[config.mk]
export PLATFORM = sky130hd
export DESIGN_NAME = store_unit
export DESIGN_NICKNAME = d
export VERILOG_FILES = /design/src/rtl/store_unit_pkg.sv /design/src/rtl/store_merge.sv /design/src/rtl/store_unit.sv
export SDC_FILE = /design/constraint.sdc
export NUM_CORES = 1
export LEC_CHECK = 0
export BUFFER_PORTS_ARGS = -buffer_cell sky130_fd_sc_hd__buf_4
export CAP_MARGIN = 20
export CORE_MARGIN = 10
export CORE_UTILIZATION = 45
export CTS_BUF_LIST = sky130_fd_sc_hd__clkbuf_8
export DETAILED_ROUTE_END_ITERATION = 16
export PLACE_DENSITY_LB_ADDON = 0.1
export SLEW_MARGIN = 20
export SYNTH_ARGS = -nofsm -noshare
export SYNTH_HDL_FRONTEND = slang
export SYNTH_SLANG_ARGS = --single-unit
[constraint.sdc]
create_clock -name clk -period 3.5 [get_ports clk]
set_input_delay 0.175 -clock clk [delete_from_list [all_inputs] [get_ports clk]]
set_output_delay 0.175 -clock clk [all_outputs]
set_load 0.02 [all_outputs]
[src/rtl/store_unit_pkg.sv]
// Shared types and constants for the store path: FSM states and the store funct3 encodings.
package store_unit_pkg;

    typedef enum logic [2:0] {
        IDLE  = 3'd0,
        READ  = 3'd1,
        MERGE = 3'd2,
        WRITE = 3'd3,
        DONE  = 3'd4
    } store_state_t;

    localparam logic [2:0] STORE_FUNCT3__SB = 3'b000;
    localparam logic [2:0] STORE_FUNCT3__SH = 3'b001;
    localparam logic [2:0] STORE_FUNCT3__SW = 3'b010;

endpackage

[src/rtl/store_merge.sv]
// Combinational lane merge: replaces the byte/halfword lanes of an old word with store data.
module store_merge
    import store_unit_pkg::*;
(
    input  logic [31:0] old_word,
    input  logic [31:0] data,
    input  logic [2:0]  funct3,
    input  logic [1:0]  offset,
    output logic [31:0] merged
);

    always_comb begin
        // NOTE: default first so every path assigns merged and no latch is inferred.
        merged = old_word;
        case (funct3)
            STORE_FUNCT3__SB: merged[{offset, 3'b000} +: 8] = data[7:0];
            STORE_FUNCT3__SH: begin
                // Offset 3 would straddle the word; the caller never presents it.
                if (offset != 2'd3) merged[{offset, 3'b000} +: 16] = data[15:0];
            end
            STORE_FUNCT3__SW: merged = data;
            default:          merged = old_word;
        endcase
    end

endmodule

[src/rtl/store_unit.sv]
// Store unit: sb/sh/sw onto a word-only memory, read-modify-write for sub-word stores.
// Define STORE_MISALIGN_TRAP_EN to reject misaligned sh/sw instead of realigning them.
module store_unit
    import store_unit_pkg::*;
#(
    parameter int MEM_SIZE = 1024
)
(
    input  logic        clk,
    input  logic        reset,
    input  logic        req_valid,
    output logic        req_ready,
    input  logic [31:0] req_addr,
    input  logic [31:0] req_data,
    input  logic [2:0]  req_funct3,
    output logic        done,
    output logic        err,
    output logic [31:0] mem_addr,
    output logic [31:0] mem_wd,
    output logic        mem_we,
    input  logic [31:0] mem_rd
);

    localparam logic [32:0] ADDR_LIMIT = 33'(MEM_SIZE) << 2;

    store_state_t state, next_state;

    logic [31:0] data_q;
    logic [2:0]  funct3_q;
    logic [1:0]  offset_q;
    logic        err_q;
    logic [31:0] mem_addr_q;
    logic [31:0] merged_q;
    logic [31:0] merge_out;

    logic        accept;
    logic        funct3_legal;
    logic        in_range;
    logic        reject;
    logic [1:0]  offset_eff;

    assign accept       = req_valid && (state == IDLE);
    assign funct3_legal = (req_funct3 == STORE_FUNCT3__SB) || (req_funct3 == STORE_FUNCT3__SH) ||
                          (req_funct3 == STORE_FUNCT3__SW);
    assign in_range     = {1'b0, req_addr} < ADDR_LIMIT;

`ifdef STORE_MISALIGN_TRAP_EN
    logic misaligned;
    assign misaligned = ((req_funct3 == STORE_FUNCT3__SH) && (req_addr[1:0] == 2'd3)) ||
                        ((req_funct3 == STORE_FUNCT3__SW) && (req_addr[1:0] != 2'd0));
    assign reject     = !funct3_legal || !in_range || misaligned;
    assign offset_eff = req_addr[1:0];
`else
    // Misaligned sh at offset 3 folds onto the upper half; sw ignores the offset.
    assign reject     = !funct3_legal || !in_range;
    assign offset_eff = (req_funct3 == STORE_FUNCT3__SW) ? 2'd0 :
                        ((req_funct3 == STORE_FUNCT3__SH) && (req_addr[1:0] == 2'd3)) ? 2'd2 :
                        req_addr[1:0];
`endif

    store_merge u_merge (
        .old_word (mem_rd),
        .data     (data_q),
        .funct3   (funct3_q),
        .offset   (offset_q),
        .merged   (merge_out)
    );

    // NOTE: sequential state uses non-blocking assignments so all registers update together.
    always_ff @(posedge clk or posedge reset) begin
        if (reset) state <= IDLE;
        else       state <= next_state;
    end

    always_ff @(posedge clk or posedge reset) begin
        if (reset) begin
            data_q     <= '0;
            funct3_q   <= '0;
            offset_q   <= '0;
            err_q      <= 1'b0;
            mem_addr_q <= '0;
            merged_q   <= '0;
        end else if (accept) begin
            data_q   <= req_data;
            funct3_q <= req_funct3;
            offset_q <= offset_eff;
            err_q    <= reject;
            if (!reject) mem_addr_q <= {req_addr[31:2], 2'b00};
            if (!reject && (req_funct3 == STORE_FUNCT3__SW)) merged_q <= req_data;
        end else if (state == MERGE) begin
            merged_q <= merge_out;
        end
    end

    always_comb begin
        next_state = state;
        req_ready  = 1'b0;
        done       = 1'b0;
        err        = 1'b0;
        mem_we     = 1'b0;
        case (state)
            IDLE: begin
                req_ready = 1'b1;
                if (req_valid) begin
                    if (reject)                                next_state = DONE;
                    else if (req_funct3 == STORE_FUNCT3__SW)   next_state = WRITE;
                    else                                       next_state = READ;
                end
            end
            READ:  next_state = MERGE;
            MERGE: next_state = WRITE;
            WRITE: begin
                mem_we     = 1'b1;
                next_state = DONE;
            end
            DONE: begin
                done       = 1'b1;
                err        = err_q;
                next_state = IDLE;
            end
            default: next_state = IDLE;
        endcase
    end

    assign mem_addr = mem_addr_q;
    assign mem_wd   = merged_q;

endmodule

* Word level (Yosys, flattened, before mapping)
Index checks and enable logic that the tools add are counted.
Storage, ports and cells: register bits after elaboration 103, bits in latches 0, bits in writable memories 0, ROM bits 0, bits of input ports 102, output and inout port bits 68, logic and storage cells 58, memories kept 0
Operators by class: $add $sub $neg 1, multipliers 0, divide/modulo/power cells 0, order comparisons 1, equality and inequality tests 12, shifts and indexed selects 4, mux-type cells 17, bitwise operators 1, reductions and logical operators 15
Operators by type and width (number):
- $mux W32 | 4
- $pmux W32 S3 | 1
- $bwmux W32 | 2
- $lt A32 B13 Y1 const B | 1
- $shift A16 B7 Y32 const A | 1
- $shift A8 B7 Y32 const A | 1
- $shiftx A16 B7 Y32 | 1
- $shiftx A8 B7 Y32 | 1
- $eq A3 B2 Y1 const B | 4
- $pmux W3 S4 | 1
- $eq A3 B1 Y1 const B | 3
- $logic_not A3 Y1 | 3
- $neg A5 Y7 | 1
- $mux W2 | 3
- $mux W3 | 2
- $mux W1 | 4
- $ne A2 B2 Y1 const B | 2
- $reduce_and A2 Y1 | 2
- $eq A3 B3 Y1 const B | 1
- $logic_and A1 B1 Y1 | 3
- $logic_not A1 Y1 | 3
- $logic_or A1 B1 Y1 | 3
- $eq A2 B2 Y1 const B | 1
- $ne A2 B1 Y1 const B | 1
- other kinds (2) | 2

* Depth between registers and ports, before layout
depth after elaboration 9, mapped depth 12, gate-level depth less buffers 8

* Modules after synthesis
From an unflattened synthesis, not the netlist that was laid out.
Second synthesis, totals: cells, all modules 676, area, all modules 6143.4 µm²
By module, submodules not included:
- store_unit | times used 1, cells each 394, area each 4267.8 µm², seq. area each 2577.5 µm²
- store_merge | times used 1, cells each 282, area each 1875.5 µm², seq. area each 0.0 µm²

* Worst setup path after synthesis
Ideal clock, no wire load.
path kind flip-flop to flip-flop, start point reg offset_q[0], end point reg merged_q[7], in the netlist mem_wd[7], library setup time 82 ps, data arrival time 2441 ps, required time 3418 ps, slack 977 ps, stages on the path, launching flop included 12, buffers on the path 3, period minus slack after synthesis 2523 ps, cells stage by stage dfrtp_1 -> buf_2 -> buf_2 -> inv_1 -> ha_1 -> buf_2 -> nand2b_1 -> nor3_1 -> a21oi_1 -> o211ai_1 -> o211ai_1 -> a31oi_1
On the way: cells in the longest elaborated chain, start to end 7, elaborated cells between the ends (all ways) 12, classes of those cells 1 x add/sub; 1 x eq/ne; 4 x shift; 6 x mux
Ends and longest elaborated chain:
- from (decl) | RTL line store_unit.sv:30 | logic [1:0] offset_q;
- from (signal assigned) | RTL line store_unit.sv:86 | offset_q <= offset_eff;
- $neg A5 Y7 | RTL line store_merge.sv:16, store_merge.sv:19
- $shiftx A16 B7 Y32 / $shift A16 B7 Y32 (equally long branches) | RTL line store_merge.sv:19 | if (offset != 2'd3) merged[{offset, 3'b000} +: 16] = data[15:0];
- $bwmux W32 | RTL line store_merge.sv:19
- $mux W32 | RTL line store_merge.sv:19
- $pmux W32 S3 (*) | RTL line store_merge.sv:15 | case (funct3)
- $mux W32 (*) | RTL line store_unit.sv:90 | end else if (state == MERGE) begin
- $mux W32 (*) | RTL line store_unit.sv:83 | end else if (accept) begin
- to (signal assigned) | RTL line store_unit.sv:89 | if (!reject && (req_funct3 == STORE_FUNCT3__SW)) merged_q <= req_data;
- to (signal assigned) | RTL line store_unit.sv:91 | merged_q <= merge_out;
- to (decl) | RTL line store_unit.sv:33 | logic [31:0] merged_q;
Every way passes the cells marked *; elsewhere a longest branch is shown, timed or not. The select of a mux whose other input is x is not followed. A chain may end at the register's enable or synchronous reset.

* Worst setup path after layout
start point reg offset_q[1], end point reg merged_q[2], in the netlist mem_wd[2]
The elaborated chain is that of the path after synthesis.

==> flow_summary_export.csv <==
group,metric,value,unit
final_layout,finalNonFillerCells,1024,
final_layout,drive_above_1_share,0.278,
power,share_comb_of_total_power,0.510,
placement,gp_congestion,0.906,
timing,hold_slack,17.3,ps
power,swShare,0.471,
timing,period_minus_slack,2590,ps
clock_network,cts_setup_buffers,0,
logic_synthesis,synth_area_leaders,"dfrtp_1 (44%), nand2_1 (8.5%), nor2b_1 (3.6%)",
timing,clock.fmax,0.387,GHz
routing,drc_errors,0,
run_status,status,"complete, no violations",
setup_path,crit_required,3820,ps
logic_synthesis,yosysWarnings,0,
global_route,globalRoute.totalOverflow,0,
floorplanning,start_util,0.463,
power,p_seq_frac,0.348,
timing,fin_setup_tns,0,ps
logic_synthesis,synth_top_area_frac,0.438,
power,p_sw,0.00243,W
setup_path,reg2reg_depth,8,
routing,num_vias,5732,
global_route,grt_pass1_wl,31500,um
clock_network,cts_sinks,103,
timing,drv_slew,0,
setup_path,end_kind,"register",
global_route,grt_pass1_vias,5940,
routing,vias_per_cell,5.60,
floorplanning,fp.dieW,134,um
routing,routedWlPerCell,19.1,um
routing,ant_nets,0,
logic_synthesis,yosysSeqAreaShare,0.438,
global_route,antenna_found_initial,0,
setup_path,crit_type,"register to register",
floorplanning,die_y,134,um
logic_synthesis,synthArstFlopShare,1.00,
placement,io_buffers,167,
setup_path,r2r_slack,910,ps
setup_path,critical_path.startpoint_type,"register",
power,power_per_cell_area,659,mW/mm^2
timing,slew_headroom,0.502,
logic_synthesis,syn_inst,666,
routing,drt_first_pass_iters,5,
final_layout,diodes,0,
timing,worst_pin_slew,747,ps
floorplanning,num_io_pins,170,
clock_network,cts_max_level,3,
logic_synthesis,yosys.area.top_type,"dfrtp_1",
flow_run,maxCapViolations,0,
clock_network,clock-root-buffer,"clkbuf_8",
timing,final.setup_skew,11.7,ps
clock_network,path_clk_slew,110,ps
power,clockPowerShare,0.141,
floorplanning,die_area,0.0181,mm^2
clock_network,cts_buffers,9,
setup_path,crit_path_max_fanout,19,
global_route,grt_max_degree,59,
routing,routed_wl,19600,um
setup_path,cp.arrival,2910,ps
timing,hold_violations,0,
logic_synthesis,synth.distinct_cells,53,
min_path,hold_path_class,"primary input to register",
timing,rsz0062_at_grt,"no",
power,ir_drop,0.000411,V
routing,first_iter_violations,464,
min_path,hold_depth,3,
final_layout,nets,956,
final_layout,areaGrowthSynthToFinish,33.1,%
logic_synthesis,synth_edf_count,0,
clock_network,cts_buffer_depth,2,
floorplanning,fp-row-count,41,
logic_synthesis,avgSynthCellArea,8.84,um^2
clock_network,cts_resized,0,
placement,dp_cells,966,
logic_synthesis,syn_area,0.00589,mm^2
clock_network,cts_tree,"done",
clock_network,worstSkewPairLatency,390,ps
logic_synthesis,ys_ff_latch,103,
power,power_leakage,3.77,nW
power,p_int,0.00273,W
logic_synthesis,synth-main-ff-cell,"dfrtp_1",
global_route,grt_usage,0.215,
placement,dp_hpwl,14400,um
timing,period_share,0.739,
timing,setup_viol,0,
floorplanning,coreArea,0.0127,mm^2
clock_network,cts_hold_repair.buffers,42,
-- area by class of cell --
| class | instances | area [um^2] |
|---|---|---|
| clock inverter | 7 | 66.3 |
| inverter | 9 | 36.3 |
| clock buffer | 9 | 124 |
| multi-input combinational | 496 | 3000 |
| fill | 1129 | 4880 |
| timing repair buffer | 228 | 1820 |
| sequential | 103 | 2580 |
| tap | 172 | 215 |
-- layer usage --
metal | wire length (um) | vias up | GRT usage
met2 | 9580 | 219 | 0.365
met5 | 0 | - | 0
met4 | 354 | 0 | 0.0647
met1 | 8140 | 2757 | 0.255
li1 | - | 2735 | -
met3 | 1510 | 21 | 0.0657
-- synth_stat cells (all sizes together), types with 5 or more instances --
cell type	instances
a31oi	22
o22a	10
buf	33
o21ai	21
inv	9
nand3	10
nor2b	34
a221oi	14
nand2	134
nor2	53
a211oi	7
dfrtp	103
nor3b	15
mux2i	5
a21oi	34
nor3	6
clkbuf	26
a221o	5
o22ai	9
a22oi	9
o211ai	25
mux2	18
a22o	13
ha	7
o21a	11
-- state kept, by name (all words and copies together) (netlist names) --
register  flops
err_q         1
mem_wd       32
mem_addr     30
state         3
funct3_q      3
data_q       32
offset_q      2
-- critical path, cell delays in order, from the launching register on --
cell and delay [ps]:
dfrtp_1 440, inv_1 140, ha_1 660, nand2b_1 150, nor2_1 470, a22oi_1 150
o211ai_1 190, o211ai_1 110, a31oi_1 200
-- power groups by stage --
stage	logic, W	registers (W)	clock network [W]
floorplan	0.00203	0.00154	0
global placement	0.00252	0.00180	0
detailed placement	0.00257	0.00181	0
CTS	0.00262	0.00179	0.000752
global route	0.00291	0.00183	0.000799
finish	0.00264	0.00180	0.000730
-- per-stage QoR --
step | total power [W] | utilization | area, um^2 | setup WS, ps
after floorplan | 0.00357 | - | 5890 | 621
after global placement | 0.00432 | 0.568 | 7230 | 1110
after detailed placement | 0.00438 | 0.568 | 7230 | 968
after CTS | 0.00516 | 0.616 | 7840 | 956
after global routing | 0.00554 | 0.616 | 7840 | 596
final | 0.00517 | 0.616 | 7840 | 915
-- final timing paths --
| path | startpoint | endpoint |
|---|---|---|
| hold / removal | req_data[24] | data_q[24] |
| hold reg to reg | data_q[16] | data_q[16] |
| min in group asynchronous | reset | mem_addr[31] |
| setup reg to reg | offset_q[1] | mem_wd[2] |
| max in group asynchronous | reset | data_q[24] |
| setup / recovery | offset_q[1] | mem_wd[2] |
-- placed cells by master, fill, tap and decap left out, types with 3 or more instances in the layout --
cell,n
nor3_1,4
o211ai_1,25
dlygate4sd3_1,42
o22a_1,10
o21a_1,11
nor3b_1,12
nor2_1,52
nor4_1,4
o21ai_0,21
a31oi_1,22
a21oi_1,33
nor3b_2,3
ha_1,7
nand3_1,10
inv_1,8
a22oi_1,9
dfrtp_1,103
nand2_1,133
clkbuf_8,9
mux2i_1,5
nor2b_1,34
nand2b_1,4
o22ai_1,9
a22o_1,12
a211oi_1,7
buf_4,186
a221oi_2,5
mux2_2,18
a32oi_1,3
a221o_1,5
a221oi_1,9
-- cell families after synthesis --
logic type,share of synthesized area
and+or+nand+nor,0.216
AOI/OAI and AO/OA,0.234
DFF,0.438
buffers and inverters,0.0538
muxes,0.0429
adders and majority gates,0.0149
other,0.000637
Note: power is estimated with default switching activity, not from simulation.
